`src/rtl/spi_pkg.sv`:
```
// Constants and the master state encoding, shared by the SPI master and the slave-side logic.
package spi_pkg;

    localparam int BYTE_SIZE    = 8;
    localparam int PACKET_SIZE  = 8;
    localparam int SAMPLE_WIDTH = 16;

    typedef enum logic [2:0] {
        IDLE,
        SETUP,
        SCK_HIGH,
        SCK_LOW,
        HOLD,
        GAP
    } spiState_t;

endpackage

```
`src/rtl/spi_master_if.sv`:
```
// Host handshake plus SPI pins of the master, bundled for port connection.
interface spi_master_if #(
    parameter int N = spi_pkg::BYTE_SIZE * spi_pkg::PACKET_SIZE
);

    logic         startIn;
    logic [N-1:0] dataIn;
    logic [N-1:0] dataOut;
    logic         doneOut;
    logic         busyOut;
    logic         ssOut;
    logic         sckOut;
    logic         mosiOut;
    logic         misoIn;

    modport master (
        input  startIn, dataIn, misoIn,
        output dataOut, doneOut, busyOut, ssOut, sckOut, mosiOut
    );

    modport slave (
        output startIn, dataIn, misoIn,
        input  dataOut, doneOut, busyOut, ssOut, sckOut, mosiOut
    );

endinterface

```
`src/rtl/spi_sck_divider.sv`:
```
// Phase timer: one-cycle tick every CLK_DIV cycles while enabled, restarting whenever disabled.
module spi_sck_divider #(
    parameter int CLK_DIV = 8
) (
    input  logic clkIn,
    input  logic resetIn,
    input  logic enIn,
    output logic tickOut
);

    localparam logic [7:0] RELOAD = 8'(CLK_DIV - 1);

    logic [7:0] count;

    always_ff @(posedge clkIn) begin
        if (resetIn || !enIn || tickOut) begin
            count <= RELOAD;
        end else begin
            count <= count - 8'd1;
        end
    end

    assign tickOut = enIn && (count == 8'd0);

endmodule

```
`src/rtl/spi_master.sv`:
```
// SPI mode-0 master: shifts one N-bit packet out MSB first while capturing the slave's reply.
//
// state    | meaning
// IDLE     | waiting for startIn, SS high
// SETUP    | SS low, first MOSI bit settling before the first rising SCK
// SCK_HIGH | SCK high; MISO sampled on the last cycle
// SCK_LOW  | SCK low; MOSI advanced on entry
// HOLD     | SS held low after the last SCK falling edge
// GAP      | SS high minimum time; dataOut updated and doneOut pulsed on entry
module spi_master
    import spi_pkg::*;
#(
    parameter int PACKET_SIZE = spi_pkg::PACKET_SIZE,
    parameter int BYTE_SIZE   = spi_pkg::BYTE_SIZE,
    parameter int CLK_DIV     = 8   // legal range 4..255
) (
    input logic          clkIn,
    input logic          resetIn,
    spi_master_if.master bus
);

    localparam int N     = BYTE_SIZE * PACKET_SIZE;
    localparam int CNT_W = $clog2(N + 1);

    spiState_t          state;
    spiState_t          stateNext;
    logic               tick;
    logic [N-1:0]       txShift;
    logic [N-1:0]       rxShift;
    logic [N-1:0]       dataReg;
    logic [CNT_W-1:0]   bitCnt;
    logic               misoMeta;
    logic               misoSync;
    logic               ssReg;
    logic               sckReg;
    logic               doneReg;
    logic               busyReg;

    spi_sck_divider #(.CLK_DIV(CLK_DIV)) uDiv (
        .clkIn   (clkIn),
        .resetIn (resetIn),
        .enIn    (state != IDLE),
        .tickOut (tick)
    );

    always_ff @(posedge clkIn) begin
        if (resetIn) begin
            state <= IDLE;
        end else begin
            state <= stateNext;
        end
    end

    always_comb begin
        stateNext = state;
        case (state)
            IDLE:     if (bus.startIn) stateNext = SETUP;
            SETUP:    if (tick) stateNext = SCK_HIGH;
            SCK_HIGH: if (tick) stateNext = SCK_LOW;
            SCK_LOW:  if (tick) stateNext = (bitCnt == CNT_W'(N)) ? HOLD : SCK_HIGH;
            HOLD:     if (tick) stateNext = GAP;
            GAP:      if (tick) stateNext = IDLE;
            default:  stateNext = IDLE;
        endcase
    end

    // Pin outputs are registered from the next state so they switch cleanly with the state.
    always_ff @(posedge clkIn) begin
        if (resetIn) begin
            txShift  <= '0;
            rxShift  <= '0;
            dataReg  <= '0;
            bitCnt   <= '0;
            misoMeta <= 1'b0;
            misoSync <= 1'b0;
            ssReg    <= 1'b1;
            sckReg   <= 1'b0;
            doneReg  <= 1'b0;
            busyReg  <= 1'b0;
        end else begin
            misoMeta <= bus.misoIn;
            misoSync <= misoMeta;
            sckReg   <= (stateNext == SCK_HIGH);
            ssReg    <= (stateNext == IDLE) || (stateNext == GAP);
            busyReg  <= (stateNext != IDLE);
            doneReg  <= (state == HOLD) && tick;

            if ((state == IDLE) && bus.startIn) begin
                txShift <= bus.dataIn;
                rxShift <= '0;
                bitCnt  <= '0;
            end else if ((state == SCK_HIGH) && tick) begin
                txShift <= {txShift[N-2:0], 1'b0};
                rxShift <= {rxShift[N-2:0], misoSync};
                bitCnt  <= bitCnt + CNT_W'(1);
            end

            if ((state == HOLD) && tick) begin
                dataReg <= rxShift;
            end
        end
    end

    assign bus.ssOut   = ssReg;
    assign bus.sckOut  = sckReg;
    assign bus.mosiOut = txShift[N-1] & ~ssReg;
    assign bus.doneOut = doneReg;
    assign bus.busyOut = busyReg;
    assign bus.dataOut = dataReg;

endmodule

```
`src/flat_wrapper.sv`:
```
// flat-port wrapper written by rule: the top's interface ports become plain ports
module spi_master_flat import spi_pkg::*;
#(
    parameter int PACKET_SIZE = spi_pkg::PACKET_SIZE,
    parameter int BYTE_SIZE   = spi_pkg::BYTE_SIZE,
    parameter int CLK_DIV     = 8                        
)
  (clkIn, resetIn, bus_startIn, bus_dataIn, bus_misoIn, bus_dataOut, bus_doneOut, bus_busyOut, bus_ssOut, bus_sckOut, bus_mosiOut);
  spi_master_if #(.N((64))) bus_i ();
  input logic clkIn;
  input logic resetIn;
  input wire logic [$bits(bus_i.startIn)-1:0] bus_startIn;
  input wire logic [$bits(bus_i.dataIn)-1:0] bus_dataIn;
  input wire logic [$bits(bus_i.misoIn)-1:0] bus_misoIn;
  output wire logic [$bits(bus_i.dataOut)-1:0] bus_dataOut;
  output wire logic [$bits(bus_i.doneOut)-1:0] bus_doneOut;
  output wire logic [$bits(bus_i.busyOut)-1:0] bus_busyOut;
  output wire logic [$bits(bus_i.ssOut)-1:0] bus_ssOut;
  output wire logic [$bits(bus_i.sckOut)-1:0] bus_sckOut;
  output wire logic [$bits(bus_i.mosiOut)-1:0] bus_mosiOut;
  assign bus_i.startIn = bus_startIn;
  assign bus_i.dataIn = bus_dataIn;
  assign bus_i.misoIn = bus_misoIn;
  assign bus_dataOut = bus_i.dataOut;
  assign bus_doneOut = bus_i.doneOut;
  assign bus_busyOut = bus_i.busyOut;
  assign bus_ssOut = bus_i.ssOut;
  assign bus_sckOut = bus_i.sckOut;
  assign bus_mosiOut = bus_i.mosiOut;
  spi_master #(.PACKET_SIZE(PACKET_SIZE), .BYTE_SIZE(BYTE_SIZE), .CLK_DIV(CLK_DIV)) u_core (.clkIn(clkIn), .resetIn(resetIn), .bus(bus_i));
endmodule
```
`config.mk`:
```
export PLATFORM = sky130hd
export DESIGN_NAME = spi_master_flat
export DESIGN_NICKNAME = d
export VERILOG_FILES = /design/src/rtl/spi_pkg.sv /design/src/rtl/spi_master_if.sv /design/src/rtl/spi_sck_divider.sv /design/src/rtl/spi_master.sv /design/src/flat_wrapper.sv
export SDC_FILE = /design/constraint.sdc
export NUM_CORES = 1
export LEC_CHECK = 0
export ABC_CLOCK_PERIOD_IN_PS = 2400
export BUFFER_PORTS_ARGS = -buffer_cell sky130_fd_sc_hd__buf_2
export CAP_MARGIN = 20
export CORE_ASPECT_RATIO = 2
export CORE_MARGIN = 5
export CORE_UTILIZATION = 56
export DETAILED_ROUTE_END_ITERATION = 16
export PLACE_DENSITY = 0.86
export SYNTH_ARGS = -nofsm -noshare
export SYNTH_HDL_FRONTEND = slang
export SYNTH_SLANG_ARGS = --single-unit
```
`constraint.sdc`:
```
create_clock -name clkIn -period 2.4 [get_ports clkIn]
set_input_delay 0.12 -clock clkIn [delete_from_list [all_inputs] [get_ports clkIn]]
set_output_delay 0.12 -clock clkIn [all_outputs]
set_load 0.05 [all_outputs]
```
Yosys cells after proc, flatten, opt, wreduce, memory -nomap -nowiden
Index checks and enable logic that the tools add are counted.
{ "op_classes": {"addsub": 2, "bitwise_logic": 2, "n_reduce_logical": 15, "mux": 10, "n_eq_ne": 8} }
{ "ops": {"columns": ["op", "count"], "rows": [
  ["$mux W64", 2],
  ["$mux W3", 7],
  ["$pmux W3 S6", 1],
  ["$eq A3 B2 Y1 const B", 3],
  ["$eq A3 B3 Y1 const B", 3],
  ["$logic_not A8 Y1", 1],
  ["$sub A8 B1 Y8 const B", 1],
  ["$add A7 B1 Y7 const B", 1],
  ["$eq A7 B7 Y1 const B", 1],
  ["$logic_not A3 Y1", 2],
  ["$reduce_bool A3 Y1", 2],
  ["$logic_and A1 B1 Y1", 4],
  ["$eq A3 B1 Y1 const B", 1],
  ["$logic_or A1 B1 Y1", 3],
  ["$reduce_bool A2 Y1", 1],
  ["$reduce_or A2 Y1", 1],
  ["$and A1 B1 Y1", 1],
  ["$logic_not A1 Y1", 1],
  ["$not A1 Y1", 1]
]} }
{ "totals": {"elab_cells": 49, "input_bits": 68, "output_inout_bits": 69, "reg_bits": 216} }

Depth between registers and ports, before layout
{ "logic_depth": {"word_depth": 6, "ltp_mapped": 8, "ltp_nobuf": 6} }

By module
Synthesis repeated with hierarchy kept, for this count alone.
{ "unflattened": {"hier_cells": 1037, "area_unflattened_um2": 8403.1} }
{ "by_module_without_submodules": {"columns": ["module", "n_inst", "area_per_inst_um2", "seq_area_each_um2", "cells_each"], "rows": [
  ["spi_master", 1, 7996.4, 4164.0, 997],
  ["spi_sck_divider", 1, 406.6, 160.2, 40]
]} }

Worst setup path before layout
OpenSTA, ideal clock, no wires.
{ "synth_timing": {"path_kind": "flip-flop to flip-flop", "start": "register u_core.uDiv.count[0]", "end": "register u_core.bitCnt[4]", "setup_slack_ns": 0.473, "path_stages_with_launch": 9, "path_buffers": 2, "synth_period_minus_slack_ns": 1.927, "arrival_time_ns": 1.795, "t_required_ns": 2.268, "setup_time_ns": 0.132, "cell_sequence": "dfxtp_1 -> inv_1 -> ha_1 -> nor3b_1 -> nand3_1 -> clkbuf_1 -> clkbuf_1 -> o21ai_0 -> a21oi_1"} }
{ "synth_between": {"elab_chain_cells": 3} }
{ "synth_lines": {"columns": ["element", "line_no", "text"], "rows": [
  ["start: declaration", "spi_sck_divider.sv:13", "logic [7:0] count;"],
  ["start signal: assignment", "spi_sck_divider.sv:19", "count <= count - 8'd1;"],
  ["$logic_not A8 Y1", "spi_sck_divider.sv:23", "assign tickOut = enIn && (count == 8'd0);"],
  ["$logic_and A1 B1 Y1", "spi_sck_divider.sv:23", null],
  ["$logic_and A1 B1 Y1", "spi_master.sv:92", "end else if ((state == SCK_HIGH) && tick) begin"],
  ["end signal: assignment", "spi_master.sv:95", "bitCnt <= bitCnt + CNT_W'(1);"],
  ["end: declaration", "spi_master.sv:31", "logic [CNT_W-1:0] bitCnt;"]
]} }
Every way passes these cells.
A chain may end at the register's enable or synchronous reset.

Worst setup path in the final report
{ "layout_timing": {"start": "register u_core.uDiv.count[0]", "end": "register u_core.txShift[37]"} }
{ "layout_between": {"elab_chain_cells": 4} }
{ "layout_lines": {"columns": ["element", "line_no", "text"], "rows": [
  ["$logic_not A8 Y1", "spi_sck_divider.sv:23", null],
  ["$logic_and A1 B1 Y1", "spi_sck_divider.sv:23", null],
  ["$logic_and A1 B1 Y1", "spi_master.sv:92", null],
  ["$reduce_bool A2 Y1 (no source line)", null, null],
  ["end signal: assignment", "spi_master.sv:89", "txShift <= bus.dataIn;"],
  ["end signal: assignment", "spi_master.sv:93", "txShift <= {txShift[N-2:0], 1'b0};"],
  ["end: declaration", "spi_master.sv:28", "logic [N-1:0] txShift;"]
]} }
Every way passes these cells.

==> out/metrics.yaml <==
outcome: "completed"
max-vdd-ir-drop_mv: 0.549
first_element_of_the_critical_path: "u_core.uDiv.count[0]$_SDFF_PP1_"
drt_drc_violations_left: 0
layout-drive-gt1-share_pct: 16.1
ys.flop_type: "dfxtp_1"
dieWidth_um: 95.3
track_usage_pct: 23.4
gp_congestion: 0.770
post-cts-setup-buffers: 0
placed_cells: 1293
final_antenna_net_count: 0
synth_seq_cells: 216
dr_total_vias: 7674
critical_path_data_required_time_ns: 2.77
drt-vias-per-instance: 5.51
power.combinational.fraction_pct: 5.8
drv.max_cap_violation_count: 0
mean_instance_size_in_the_synthesized_netlist_sq_um: 7.92
period_share_pct: 96.6
synth-edff-count: 0
synth-async-reset-ratio_pct: 0
clock.fmax_mhz: 431
synth.yosys.warnings: 0
syn_to_final_growth_pct: 25.5
number_of_global_route_vias_before_repair: 7424
p_switching_uw: 1640
internal_power_uw: 5580
mappedNetlistNets: 1102
timing.hold.worst.class: "input pin to flip-flop"
layout_common_cells: "nand2_1, dfxtp_1, a21oi_1, buf_2, nor2_1"
grt_pass1_wl_um: 33800
cp.arrival_ns: 2.69
firstDrtPassIters: 5
critPathMaxFanout: 47
row_count: 62
fillerInstances: 1077
antennaDiodeCount: 0
start_util_pct: 56.8
port-buffer-count: 136
pwr-share-seq_pct: 51.7
worst_clock_skew_ns: 0.0180
clock_path_buffers: 3
power_leakage_uw: 0.00382
netlist-cell-type-count: 36
dp_hpwl_um: 11800
die-height_um: 181
final_count_of_negative_setup_slack_endpoints: 0
mostFrequentLayoutCell: "nand2_1"
largest_net_degree_at_the_start_of_global_routing: 128
top_level_ports: 137
clock_tree.root_cell: "clkbuf_16"
post_drt_wl_per_cell_um: 14.5
power_density_nw_per_um2: 706
tritoncts: "yes"
routed_wl_um: 20200
switching_share_pct: 22.7
worst_pin_slew_ns: 0.676
slew_viol_final: 0
grt_antenna_before_repair: 0
insertion_delay_ns: 0.49
multi_input_area_sq_um: 3470
drt-initial-drc-count: 328
final.min_clock_period_ns: 2.32
hold_viol: 0
end_kind: "flip-flop"
tritoncts.num_buffers: 19
sequential_share_of_the_synthesized_area_pct: 53.0
core-area_sq_um: 14400
overall_overflow_remaining_after_global_route: 0
hp-start: "resetIn"
post_synth_instance_area_sq_um: 8150
nNetsFinal: 1260
die-area_sq_um: 17200
final-seq-area_sq_um: 4320
clock-sinks: 216
setup_repair_after_global_routing_missed_its_margin: "false"
layoutNonFillerInstCount: 1392
reg_clk_slew_reported_paths_ns: 0.07
critPathKind: "flip-flop to flip-flop"
fin_tns_setup_ns: 0
start_kind: "flip-flop"
slew-limit-headroom_pct: 55.0
post_synth_inst_count: 1030
share_clk_of_total_power_pct: 42.6
reg2reg_from: "u_core.uDiv.count[0]$_SDFF_PP1_"
htreeDepth: 1
cell families after synthesis:
| family | count (synthesis) | synth area share (%) |
|---|---|---|
| xor+xnor | 8 | 0.859 |
| compound gates | 207 | 15.9 |
| simple gates | 507 | 24.7 |
| mux | 1 | 0.123 |
| fa+ha+maj | 4 | 0.614 |
| flops | 216 | 53.0 |
| buf+inv | 87 | 4.77 |
power groups by stage:
stage | Combinational, uW | Clock [uW] | Sequential (uW)
2_1_floorplan | 211 | 0 | 3800
3_3_place_gp | 311 | 0 | 3810
3_5_place_dp | 321 | 0 | 3800
4_1_cts | 404 | 3110 | 3730
5_1_grt | 461 | 3260 | 3740
6_report | 418 | 3070 | 3730
routing by layer:
layer	vias to the layer above	global-route usage [%]	share of wire (%)
met4	0	8.73	3.1
met3	59	4.10	5.7
li1	3749	-	-
met1	3615	27.7	39
met5	-	0	0
met2	251	41.2	52
state kept, by name (all words and copies together) (netlist names), 3 cells and up:
register	cells
u_core.bus.dataOut	64
u_core.rxShift	64
u_core.txShift	64
u_core.uDiv.count	8
u_core.bitCnt	7
u_core.state	3
through the flow:
stage,hold slack (ns),cell area (sq um),power [uW],util (%),worst slack (ns)
after detailed placement,0.340,8940,4130,62.3,0.235
after floorplan,0.248,8150,4010,-,0.473
after global placement,0.339,8940,4120,62.3,0.337
after CTS,0.0610,10200,7240,71.3,0.195
final,0.0751,10200,7220,71.3,0.0809
after global routing,0.0836,10200,7450,71.3,0.0177
cell usage after synthesis (2+ instances only):
library cell  instances  area [sq um]
or3b_2                2          17.5
ha_1                  4          50.1
nand4_1               4          25.0
xor2_1                3          26.3
buf_2                17          85.1
nor3_1                3          15.0
nand2_1             394          1480
nor4_1                5          31.3
nor3b_1               2          15.0
o31ai_1               3          22.5
or4_1                 4          30.0
nor2b_1               4          25.0
nand3_1               5          25.0
xnor2_1               5          43.8
clkbuf_1             59           221
a311oi_1             63           552
a21oi_1             135           676
buf_6                 5          56.3
inv_1                 5          18.8
dfxtp_1             216          4320
nor2_1               76           285
or3_1                 2          12.5
worst max-delay path, stage by stage (launching register included):
cell and delay, ns:
dfxtp_1 0.34, inv_1 0.09, ha_1 0.16, or3b_2 0.51, nor3_4 0.33, buf_12 0.26, nand2_1 0.13, a311oi_1 0.35
worst paths after layout:
path                                                   endpoint  slack [ns]  cells past startpoint
worst min register to register  u_core.uDiv.count[0]$_SDFF_PP1_        0.42                      1
worst max-delay path            u_core.txShift[37]$_SDFFE_PP0P_        0.08                      7
worst max register to register  u_core.txShift[37]$_SDFFE_PP0P_        0.08                      7
worst min-delay path                 u_core.misoSync$_SDFF_PP0_        0.08                      2
final cells by class:
cell class	instances	area share, %
flip-flops and latches	216	42.3
multi-input cells	727	33.9
repair buffers	219	15.1
clock buffers	25	5.26
well taps	192	2.35
clock inverters	8	0.905
inverters	5	0.183
what timing repair did:
action                     in CTS  in global routing
gates resized for setup         0                  0
setup endpoints to repair       0                  0
hold buffers                   66                  0
hold endpoints to repair       65                  0
No activity file was read; power rests on OpenSTA's default activity.
